<file path="src/rtl/gso_deflate_seq_if.sv">
// -----------------------------------------------------------------------------
// gso_deflate_seq_if
// Handshake bundle between the Gram-Schmidt deflation sequencer and the shared
// CORDIC rotator.
//   en        : one-cycle rotation request (sequencer -> rotator)
//   xin, yin  : rotation operands
//   angle     : rotation angle phi, +2^(ANGLE_WIDTH-1) represents +pi
//   xout,yout : gain-corrected rotation result (rotator -> sequencer)
//   opvld     : result valid strobe
// Modports: master = sequencer side, slave = rotator side.
// -----------------------------------------------------------------------------
interface gso_deflate_seq_if #(
  parameter int DATA_WIDTH  = 16,
  parameter int ANGLE_WIDTH = 16
);
  logic                          en;
  logic signed [DATA_WIDTH-1:0]  xin;
  logic signed [DATA_WIDTH-1:0]  yin;
  logic signed [ANGLE_WIDTH-1:0] angle;
  logic signed [DATA_WIDTH-1:0]  xout;
  logic signed [DATA_WIDTH-1:0]  yout;
  logic                          opvld;

  modport master (output en, xin, yin, angle, input xout, yout, opvld);
  modport slave  (input en, xin, yin, angle, output xout, yout, opvld);
endinterface

</file>
<file path="src/rtl/gso_deflate_seq.sv">
// -----------------------------------------------------------------------------
// gso_deflate_seq
// Deflates weight vector w against k previously found unit vectors (each given
// as N_DIM-1 hyperspherical angles), one vector at a time, using an external
// CORDIC rotator: w := w - sum_j (w.u_j) u_j.
// Ports:
//   clk, rst_n      : clock, asynchronous active-low reset
//   start, abort    : begin operation (IDLE only) / synchronous cancel
//   k_in            : vector count, clamped to MAX_VEC
//   w_in_flat       : input w, element i at [(i+1)*DATA_WIDTH-1 -: DATA_WIDTH]
//   thetas_in_flat  : theta[j][i] at angle index j*(N_DIM-1)+i
//   rot             : CORDIC handshake (master side)
//   w_out_flat      : deflated w, same packing as w_in_flat
//   s_out_flat      : per-vector dot products s_j
//   busy, done      : not-IDLE flag / one-cycle completion pulse
//   err_timeout     : sticky rotator timeout, cleared by the next start
// -----------------------------------------------------------------------------
module gso_deflate_seq #(
  parameter int DATA_WIDTH  = 16,
  parameter int ANGLE_WIDTH = 16,
  parameter int N_DIM       = 7,
  parameter int MAX_VEC     = 6,
  parameter int TIMEOUT_CYC = 64
) (
  input  logic                                      clk,
  input  logic                                      rst_n,
  input  logic                                      start,
  input  logic                                      abort,
  input  logic [3:0]                                k_in,
  input  logic [DATA_WIDTH*N_DIM-1:0]               w_in_flat,
  input  logic [ANGLE_WIDTH*MAX_VEC*(N_DIM-1)-1:0]  thetas_in_flat,
  gso_deflate_seq_if.master                         rot,
  output logic [DATA_WIDTH*N_DIM-1:0]               w_out_flat,
  output logic [DATA_WIDTH*MAX_VEC-1:0]             s_out_flat,
  output logic                                      busy,
  output logic                                      done,
  output logic                                      err_timeout
);
  localparam int DW  = DATA_WIDTH;
  localparam int AW  = ANGLE_WIDTH;
  localparam int NA  = N_DIM - 1;
  localparam int NTH = MAX_VEC * NA;
  localparam int TW  = $clog2(TIMEOUT_CYC + 1);
  localparam logic signed [DW-1:0] D_MAX = {1'b0, {(DW-1){1'b1}}};
  localparam logic signed [DW-1:0] D_MIN = {1'b1, {(DW-1){1'b0}}};
  localparam logic signed [AW-1:0] A_MAX = {1'b0, {(AW-1){1'b1}}};
  localparam logic signed [AW-1:0] A_MIN = {1'b1, {(AW-1){1'b0}}};

  typedef enum logic [3:0] {
    S_IDLE, S_LOAD, S_CHECK, S_DOT_ISSUE, S_DOT_WAIT,
    S_REC_ISSUE, S_REC_WAIT, S_SUB, S_NEXT, S_DONE
  } state_t;

  state_t                 state_q, state_d;
  logic [3:0]             j_q, k_q, cnt_q;
  logic [TW-1:0]          tmr_q;
  logic signed [DW-1:0]   acc_q, s_cur_q, xin_q, yin_q;
  logic signed [AW-1:0]   ang_q;
  logic                   en_q, err_q;
  logic signed [DW-1:0]   w_q   [N_DIM];
  logic signed [DW-1:0]   p_q   [N_DIM];
  logic signed [DW-1:0]   w_sub [N_DIM];
  logic signed [DW-1:0]   s_q   [MAX_VEC];
  logic signed [AW-1:0]   th_q  [NTH];

  logic                   kill, is_dot, last_rot, tmr_hit;
  int                     rot_i, th_idx;
  logic signed [DW-1:0]   w_sel;
  logic signed [AW-1:0]   th_sel, th_neg;

  assign kill     = abort && (state_q != S_IDLE);
  assign is_dot   = (state_q == S_DOT_ISSUE) || (state_q == S_DOT_WAIT);
  assign last_rot = (cnt_q == 4'(N_DIM - 2));
  assign tmr_hit  = (tmr_q == TW'(TIMEOUT_CYC - 1));

  // Dot pass walks the angles from the top index down, reconstruction walks up.
  always_comb begin
    rot_i  = is_dot ? (N_DIM - 2) - int'(cnt_q) : int'(cnt_q);
    th_idx = int'(j_q) * NA + rot_i;
    w_sel  = '0;
    th_sel = '0;
    for (int n = 0; n < N_DIM; n++) if (n == rot_i)  w_sel  = w_q[n];
    for (int n = 0; n < NTH; n++)   if (n == th_idx) th_sel = th_q[n];
    // -(-pi) is not representable; saturate to the largest positive angle.
    th_neg = (th_sel == A_MIN) ? A_MAX : -th_sel;
  end

  // Saturating subtract and output packing per element.
  for (genvar gi = 0; gi < N_DIM; gi++) begin : g_elem
    logic signed [DW:0] diff;
    assign diff = {w_q[gi][DW-1], w_q[gi]} - {p_q[gi][DW-1], p_q[gi]};
    assign w_sub[gi] = (diff[DW] != diff[DW-1]) ? (diff[DW] ? D_MIN : D_MAX)
                                                : diff[DW-1:0];
    assign w_out_flat[(gi+1)*DW-1 -: DW] = w_q[gi];
  end

  for (genvar gi = 0; gi < MAX_VEC; gi++) begin : g_s
    assign s_out_flat[(gi+1)*DW-1 -: DW] = s_q[gi];
  end

  always_comb begin
    state_d = state_q;
    if (kill) begin
      state_d = S_IDLE;
    end else begin
      unique case (state_q)
        S_IDLE:      if (start) state_d = S_LOAD;
        S_LOAD:      state_d = S_CHECK;
        S_CHECK:     state_d = (j_q >= k_q) ? S_DONE : S_DOT_ISSUE;
        S_DOT_ISSUE: state_d = S_DOT_WAIT;
        S_DOT_WAIT:
          if (rot.opvld) state_d = last_rot ? S_REC_ISSUE : S_DOT_ISSUE;
          else if (tmr_hit) state_d = S_DONE;
        S_REC_ISSUE: state_d = S_REC_WAIT;
        S_REC_WAIT:
          if (rot.opvld) state_d = last_rot ? S_SUB : S_REC_ISSUE;
          else if (tmr_hit) state_d = S_DONE;
        S_SUB:       state_d = S_NEXT;
        S_NEXT:      state_d = S_CHECK;
        S_DONE:      state_d = S_IDLE;
        default:     state_d = S_IDLE;
      endcase
    end
  end

  always_ff @(posedge clk or negedge rst_n) begin
    if (!rst_n) state_q <= S_IDLE;
    else        state_q <= state_d;
  end

  always_ff @(posedge clk or negedge rst_n) begin
    if (!rst_n) begin
      j_q <= '0; k_q <= '0; cnt_q <= '0; tmr_q <= '0;
      acc_q <= '0; s_cur_q <= '0; xin_q <= '0; yin_q <= '0; ang_q <= '0;
      en_q <= 1'b0; err_q <= 1'b0;
      for (int n = 0; n < N_DIM; n++) begin w_q[n] <= '0; p_q[n] <= '0; end
      for (int n = 0; n < MAX_VEC; n++) s_q[n] <= '0;
      for (int n = 0; n < NTH; n++) th_q[n] <= '0;
    end else begin
      en_q <= 1'b0;  // request lasts exactly the first WAIT cycle
      if (!kill) begin
        unique case (state_q)
          S_LOAD: begin
            for (int n = 0; n < N_DIM; n++) w_q[n] <= w_in_flat[n*DW +: DW];
            for (int n = 0; n < NTH; n++) th_q[n] <= thetas_in_flat[n*AW +: AW];
            for (int n = 0; n < MAX_VEC; n++) s_q[n] <= '0;
            k_q   <= (k_in > 4'(MAX_VEC)) ? 4'(MAX_VEC) : k_in;
            j_q   <= '0;
            err_q <= 1'b0;
          end
          S_CHECK: begin
            cnt_q <= '0;
            acc_q <= w_q[N_DIM-1];
          end
          S_DOT_ISSUE, S_REC_ISSUE: begin
            xin_q <= is_dot ? w_sel : acc_q;
            yin_q <= is_dot ? acc_q : '0;
            ang_q <= is_dot ? th_neg : th_sel;
            en_q  <= 1'b1;
            tmr_q <= '0;
          end
          S_DOT_WAIT, S_REC_WAIT: begin
            if (rot.opvld) begin
              if (is_dot) begin
                acc_q <= rot.xout;
                if (last_rot) s_cur_q <= rot.xout;
              end else begin
                acc_q <= rot.yout;
                for (int n = 0; n < N_DIM; n++)
                  if (n == int'(cnt_q)) p_q[n] <= rot.xout;
                if (last_rot) p_q[N_DIM-1] <= rot.yout;
              end
              cnt_q <= last_rot ? 4'd0 : cnt_q + 4'd1;
            end else begin
              tmr_q <= tmr_q + 1'b1;
              if (tmr_hit) err_q <= 1'b1;
            end
          end
          S_SUB: for (int n = 0; n < N_DIM; n++) w_q[n] <= w_sub[n];
          S_NEXT: begin
            for (int n = 0; n < MAX_VEC; n++)
              if (n == int'(j_q)) s_q[n] <= s_cur_q;
            j_q <= j_q + 4'd1;
          end
          default: ;
        endcase
      end
    end
  end

  assign busy        = (state_q != S_IDLE);
  assign done        = (state_q == S_DONE);
  assign err_timeout = err_q;
  assign rot.en      = en_q;
  assign rot.xin     = xin_q;
  assign rot.yin     = yin_q;
  assign rot.angle   = ang_q;
endmodule

</file>
<file path="src/flat_wrapper.sv">
// flat-port wrapper written by rule: the top's interface ports become plain ports
module gso_deflate_seq_flat 
#(
  parameter int DATA_WIDTH  = 16,
  parameter int ANGLE_WIDTH = 16,
  parameter int N_DIM       = 7,
  parameter int MAX_VEC     = 6,
  parameter int TIMEOUT_CYC = 64
)
  (clk, rst_n, start, abort, k_in, w_in_flat, thetas_in_flat, w_out_flat, s_out_flat, busy, done, err_timeout, rot_en, rot_xin, rot_yin, rot_angle, rot_xout, rot_yout, rot_opvld);
  gso_deflate_seq_if #(.DATA_WIDTH(DATA_WIDTH), .ANGLE_WIDTH(ANGLE_WIDTH)) rot_i ();
  input  logic clk;
  input  logic rst_n;
  input  logic start;
  input  logic abort;
  input  logic [3:0] k_in;
  input  logic [DATA_WIDTH*N_DIM-1:0] w_in_flat;
  input  logic [ANGLE_WIDTH*MAX_VEC*(N_DIM-1)-1:0] thetas_in_flat;
  output logic [DATA_WIDTH*N_DIM-1:0] w_out_flat;
  output logic [DATA_WIDTH*MAX_VEC-1:0] s_out_flat;
  output logic busy;
  output logic done;
  output logic err_timeout;
  output wire logic [$bits(rot_i.en)-1:0] rot_en;
  output wire logic [$bits(rot_i.xin)-1:0] rot_xin;
  output wire logic [$bits(rot_i.yin)-1:0] rot_yin;
  output wire logic [$bits(rot_i.angle)-1:0] rot_angle;
  input wire logic [$bits(rot_i.xout)-1:0] rot_xout;
  input wire logic [$bits(rot_i.yout)-1:0] rot_yout;
  input wire logic [$bits(rot_i.opvld)-1:0] rot_opvld;
  assign rot_en = rot_i.en;
  assign rot_xin = rot_i.xin;
  assign rot_yin = rot_i.yin;
  assign rot_angle = rot_i.angle;
  assign rot_i.xout = rot_xout;
  assign rot_i.yout = rot_yout;
  assign rot_i.opvld = rot_opvld;
  gso_deflate_seq #(.DATA_WIDTH(DATA_WIDTH), .ANGLE_WIDTH(ANGLE_WIDTH), .N_DIM(N_DIM), .MAX_VEC(MAX_VEC), .TIMEOUT_CYC(TIMEOUT_CYC)) u_core (.clk(clk), .rst_n(rst_n), .start(start), .abort(abort), .k_in(k_in), .w_in_flat(w_in_flat), .thetas_in_flat(thetas_in_flat), .rot(rot_i), .w_out_flat(w_out_flat), .s_out_flat(s_out_flat), .busy(busy), .done(done), .err_timeout(err_timeout));
endmodule
</file>
<file path="config.mk">
export PLATFORM = sky130hd
export DESIGN_NAME = gso_deflate_seq_flat
export DESIGN_NICKNAME = d
export VERILOG_FILES = /design/src/rtl/gso_deflate_seq_if.sv /design/src/rtl/gso_deflate_seq.sv /design/src/flat_wrapper.sv
export SDC_FILE = /design/constraint.sdc
export NUM_CORES = 2
export LEC_CHECK = 0
export CELL_PAD_IN_SITES_DETAIL_PLACEMENT = 1
export CELL_PAD_IN_SITES_GLOBAL_PLACEMENT = 2
export CORE_AREA = 2 2 439 441
export CTS_CLUSTER_SIZE = 28
export DETAILED_ROUTE_END_ITERATION = 8
export DIE_AREA = 0 0 441 443
export PLACE_DENSITY_LB_ADDON = 0.15
export RECOVER_POWER = 25
export SLEW_MARGIN = 20
export SYNTH_ARGS = -nofsm -noshare
export SYNTH_HDL_FRONTEND = slang
export SYNTH_SLANG_ARGS = --single-unit
</file>
<file path="constraint.sdc">
create_clock -name clk -period 7.1 [get_ports clk]
set_input_delay 1.775 -clock clk [delete_from_list [all_inputs] [get_ports clk]]
set_output_delay 1.775 -clock clk [all_outputs]
set_load 0.05 [all_outputs]
</file>
-- Word level (Yosys, flattened, before mapping)
Index checks and enable logic that the tools add are counted.
- logic and storage cells: 301
- register bits: 1001
- $add $sub $neg: 13
- muxes and demuxes: 96
- bitwise logic cells: 2
- reduce and logical (&&, ||, !) cells: 38
- $mul: 1
- order comparisons: 2
- equality and inequality tests: 81
- operators with widths (kind ; number):
    $mux 16 ; 71
    $eq 6x32->1 const A ; 16
    $eq 5x32->1 const A ; 8
    $eq 4x32->1 const A ; 7
    $pmux 112 s2 ; 1
    $pmux 96 s2 ; 1
    $eq 3x32->1 const A ; 4
    $eq 7x32->1 const A ; 4
    $sub 16x16->17 ; 7
    $eq 2x32->1 const A ; 2
    $logic_not 32->1 ; 2
    $reduce_and 5->1 ; 8
    $mux 4 ; 9
    $add 32x32->32 ; 1
    $mux 32 ; 1
    $pmux 16 s2 ; 1
    $pmux 4 s8 ; 1
    $reduce_and 3->1 ; 8
    $eq 4x3->1 const B ; 5
    $eq 4x4->1 const A ; 5
    $eq 16x16->1 const B ; 1
    $eq 3x4->1 const A ; 4
    $neg 16->16 ; 1
    $pmux 4 s2 ; 2
    30 further kinds ; 63

-- Logic depth before layout (Yosys ltp)
- depth in word-level cells: 44
- mapped depth: 36
- gate-level depth less buffers: 28

-- Worst setup path before layout
Ideal clock, no wire load.
- kind: register -> register
- start: register u_core.state_q[1]
- end: register u_core.ang_q[15], in the netlist u_core.rot.angle[15]
- stages on the path, launching flop included: 35
- data arrival time: 7.301 ns
- library setup time: 0.121 ns
- required time: 6.979 ns
- buffers on the path: 8
- setup slack: -0.322 ns
- clock period less this slack: 7.422 ns
- cell sequence: dfrtp_1 buf_4 or4b_1 buf_2 buf_2 nand2_1 buf_4 nand2_1 nand2_1 inv_1 fa_1 nor2b_1 o41a_1 o21ai_0 ha_1 or4_1 or4_1 buf_2 buf_4 nor2_2 nand2_1 buf_2 a2bb2oi_1 o22ai_1 o211ai_1 a221oi_1 nor2_1 o41ai_2 ha_1 nand4b_1 nor3b_4 and3_1 buf_2 a21oi_2 a22o_1
- cells in the longest elaborated chain, start to end: 44
- elaborated cells between the ends (all ways): 87
- those cells by class: 2 x add/sub; 39 x eq/ne; 39 x mux; 1 x bitwise; 6 x reduce/logical
- ends and longest elaborated chain (what ; line ; text):
    from (decl) ; gso_deflate_seq.sv:54 ; state_t state_q, state_d;
    from (signal assigned) ; gso_deflate_seq.sv:128 ; else state_q <= state_d;
    $eq 4x2->1 / $eq 4x3->1 (equally long branches) ; gso_deflate_seq.sv:72, gso_deflate_seq.sv:142 ;
    $logic_or 1x1->1 ; gso_deflate_seq.sv:72 ; assign is_dot = (state_q == S_DOT_ISSUE) || (state_q == S_DOT_WAIT);
    $mux 32 ; gso_deflate_seq.sv:78 ; rot_i = is_dot ? (N_DIM - 2) - int'(cnt_q) : int'(cnt_q);
    $add 32x32->32 ; gso_deflate_seq.sv:79 ; th_idx = int'(j_q) * NA + rot_i;
    $logic_not 32->1 ; gso_deflate_seq.sv:83 ; for (int n = 0; n < NTH; n++) if (n == th_idx) th_sel = th_q[n];
    $mux 16 (36 in series) ; gso_deflate_seq.sv:83 ;
    $neg 16->16 / $eq 16x16->1 (equally long branches) ; gso_deflate_seq.sv:85 ; th_neg = (th_sel == A_MIN) ? A_MAX : -th_sel;
    $mux 16 ; gso_deflate_seq.sv:85 ;
    $mux 16 ; gso_deflate_seq.sv:158 ; ang_q <= is_dot ? th_neg : th_sel;
    to (signal assigned) ; gso_deflate_seq.sv:158 ;
    to (decl) ; gso_deflate_seq.sv:58 ; logic signed [AW-1:0] ang_q;
Several ways; a longest one is shown, not always the timed one.
A chain may end at the register's enable or synchronous reset.

-- Final worst setup path
- start: register u_core.state_q[0]
- end: register u_core.ang_q[15], in the netlist u_core.rot.angle[15]
Same word-level chain as after synthesis.

==> flow_summary.ini <==
[worst_setup_path]
regToRegStartpoint = u_core.state_q[0]
crit_buf_inv = 8
startpoint = u_core.state_q[0]
path_class = flip-flop to flip-flop
cp_max_fo = 14
crit_path_frequent_cell = buf_4
worstPathRequired_ns = 7.77
critPathTopFamily = compound AO/OA/AOI/OAI gates
cp_slowest_cell = or4b_4
worstSetupEndpointType = flip-flop
start_kind = flip-flop
worst_ep_arrival_time_ns = 7.54
critPathMaxStageDelay_ns = 0.57

[floorplan]
num_rows = 161
ioPinCount = 989
die_w_um = 441
coreArea_mm2 = 0.191
die_h_um = 443
die-area_mm2 = 0.195
initial_utilization = 0.278

[detailed_routing]
drt_wl_total_um = 293000
drt-pass1-iter-count = 8
via_per_inst = 5.23
drc = 0
dr_total_vias = 52000
post_drt_wl_per_cell_um = 29.5
initialDrtViolationCount = 4081
antenna_left = 0

[power]
total_leakage_power_uw = 0.0334
vdd_ir_drop_max_v = 0.000265
p_per_area_mw_per_mm2 = 445
total_power_uw = 32100

[clocking]
root_buffer = clkbuf_16
cts.path.max_buffers = 3
numCtsBuffers = 131
cts_sinks = 1001
htreeDepth = 4
clkLatencyLatePin_ns = 0.81
clk_pin_slew_ns = 0.05
cts_tree = done

[synthesis]
netlist_area_mm2 = 0.0531
yosysTopAreaCell = dfrtp_1
synth.top_cells.by_area = dfrtp_1, nand2_1, ha_1
yosys.area.top_type_share = 0.472
synth_edf_count = 0
async_flop_share = 1.00
yosys_warnings = 0
syn_area_per_cell_um2 = 8.49
synth.net_count = 7153
synth-main-ff-cell = dfrtp_1
synth_cell_type_count = 103
yosysSeqAreaShare = 0.472
ys_ff_latch = 1001
postSynthCellCount = 6258

[finish]
area_growth_pct = 35.8
layout_common_cells = nand2_1, dfrtp_1, clkdlybuf4s50_1
drive_gt1_frac = 0.114
final_common_cell = nand2_1
nNetsFinal = 8215
regArea_mm2 = 0.0250
multi_input_area_mm2 = 0.0263
fin_area_mm2 = 0.0722
num-fill-cells = 22200

[place]
placed_area_mm2 = 0.0675
pre_cts_slack_ns = -0.270
portBuffers = 988
gp_congestion = 0.960
dp_hpwl_um = 228000

[global_route]
grt_usage = 0.295
grt_pass1_vias = 55000
grt_first_pass_wirelength_um = 414000
antenna_found_initial = 23
grt_max_degree = 207
grt_overflow = 0

[timing]
hold_ws_ns = 0.468
rsz0062_at_grt = no
finalHoldViolCount = 0
tns_ns = 0
post-route-period-util = 0.967
fmax_mhz = 146
setup_viol = 0
worst_slack_ns = 0.233
finalCriticalPeriod_ns = 6.87
finClkSkew_ns = 0.0328
worstMarginPinSlew_ns = 5.46
slew_headroom = -2.64
finalMaxSlewViolations = 76

[outcome]
outcome = finished, violations left
violations = capacitance limit, slew limit

[hold_path]
min_path_type = flip-flop to flip-flop
worst_hold_startpoint = u_core.th_q[404]

[job]
drv_cap = 1
-- path summary, 6_finish.rpt --
kind / slack (ns) / to / depth (start not counted)
max: 0.23 / u_core.rot.angle[15] / 32
min: 0.47 / u_core.th_q[404] / 2
max reg2reg: 0.23 / u_core.rot.angle[15] / 32
min reg2reg: 0.47 / u_core.th_q[404] / 2
max in group asynchronous: 0.56 / u_core.w_out_flat[87] / 2
min in group asynchronous: 3.20 / u_core.w_out_flat[61] / 1
-- final cells by class --
cell class / count / share of cell area
multi-input cells: 4658 / 0.365
flip-flops and latches: 1001 / 0.347
repair buffers: 1323 / 0.175
clock buffers: 195 / 0.0532
well taps: 2526 / 0.0438
inverters: 205 / 0.0107
clock inverters: 35 / 0.00517
diodes: 6 / 0.000208
-- cell families after synthesis --
| kind of cell | count (synthesis) | synth area share |
|---|---|---|
| buffers and inverters | 599 | 0.0450 |
| muxes | 223 | 0.0493 |
| adders and majority gates | 167 | 0.0406 |
| and+or+nand+nor | 2938 | 0.227 |
| xor gates and xnor gates | 78 | 0.0134 |
| AOI/OAI and AO/OA | 1252 | 0.153 |
| DFF | 1001 | 0.472 |
-- per-stage QoR --
step / utilization / cells
floorplan: - / 6258
global placement: 0.353 / 9699
detailed placement: 0.353 / 9699
CTS: 0.376 / 9932
global route: 0.377 / 9948
finish: 0.378 / 9949
-- per-layer routing --
layer	share of wire	up-vias	GRT usage
li1	-	23500	-
met1	0.40	26500	0.353
met2	0.51	1564	0.524
met3	0.045	452	0.0414
met4	0.045	12	0.121
met5	0.00031	-	0
-- power breakdown --
group / switching, µW / total, µW / internal [µW]
Combinational: 9950 / 15300 / 5340
Clock: 2760 / 6660 / 3900
Sequential: 2420 / 10100 / 7720
Total: 15100 / 32100 / 17000
-- registers in the layout, summed over array words and instances (netlist names), 7 cells and up --
name / count
u_core.acc_q: 16
u_core.p_q: 112
u_core.rot.angle: 16
u_core.rot.xin: 16
u_core.rot.yin: 16
u_core.s_cur_q: 16
u_core.s_out_flat: 96
u_core.th_q: 576
u_core.tmr_q: 7
u_core.w_out_flat: 112
-- timing repair --
action / 4_1_cts / 5_1_grt
endpoints found under the setup margin: 16 / 16
gates cloned: 0 / 0
setup buffers: 3 / 11
pin swaps: 7 / 27
hold buffers: 0 / 0
resized for setup: 22 / 60
-- synthesized netlist by cell type, types with 17 or more instances --
master	n
mux2i_1	48
o22ai_1	123
o21ai_0	364
nor3_1	132
o211ai_1	29
buf_4	20
a211oi_1	31
inv_1	204
a21oi_1	224
nand2b_1	36
a21o_1	28
and3_1	37
a31oi_1	69
xor2_1	30
a222oi_1	28
xnor2_1	46
a21boi_0	38
nand2_1	2184
a22oi_1	57
nor2_1	298
or3_1	34
ha_1	157
dfrtp_1	1001
nand3_1	73
mux2_2	160
o221ai_1	38
clkbuf_1	302
nor2b_1	34
and2_1	28
a22o_1	31
nor4_1	17
buf_1	34
buf_2	35
-- worst reg2reg max path, delay by kind of cell, from the launching register on --
family	cells	cell delay, ns
adder cells (fa/ha/maj)	2	0.63
AO/OA/AOI/OAI	12	2.09
buffers and inverters	8	1.40
flip-flops	1	0.38
AND/OR/NAND/NOR	8	1.93
XOR/XNOR	2	0.32
No activity file was read; power rests on OpenSTA's default activity.
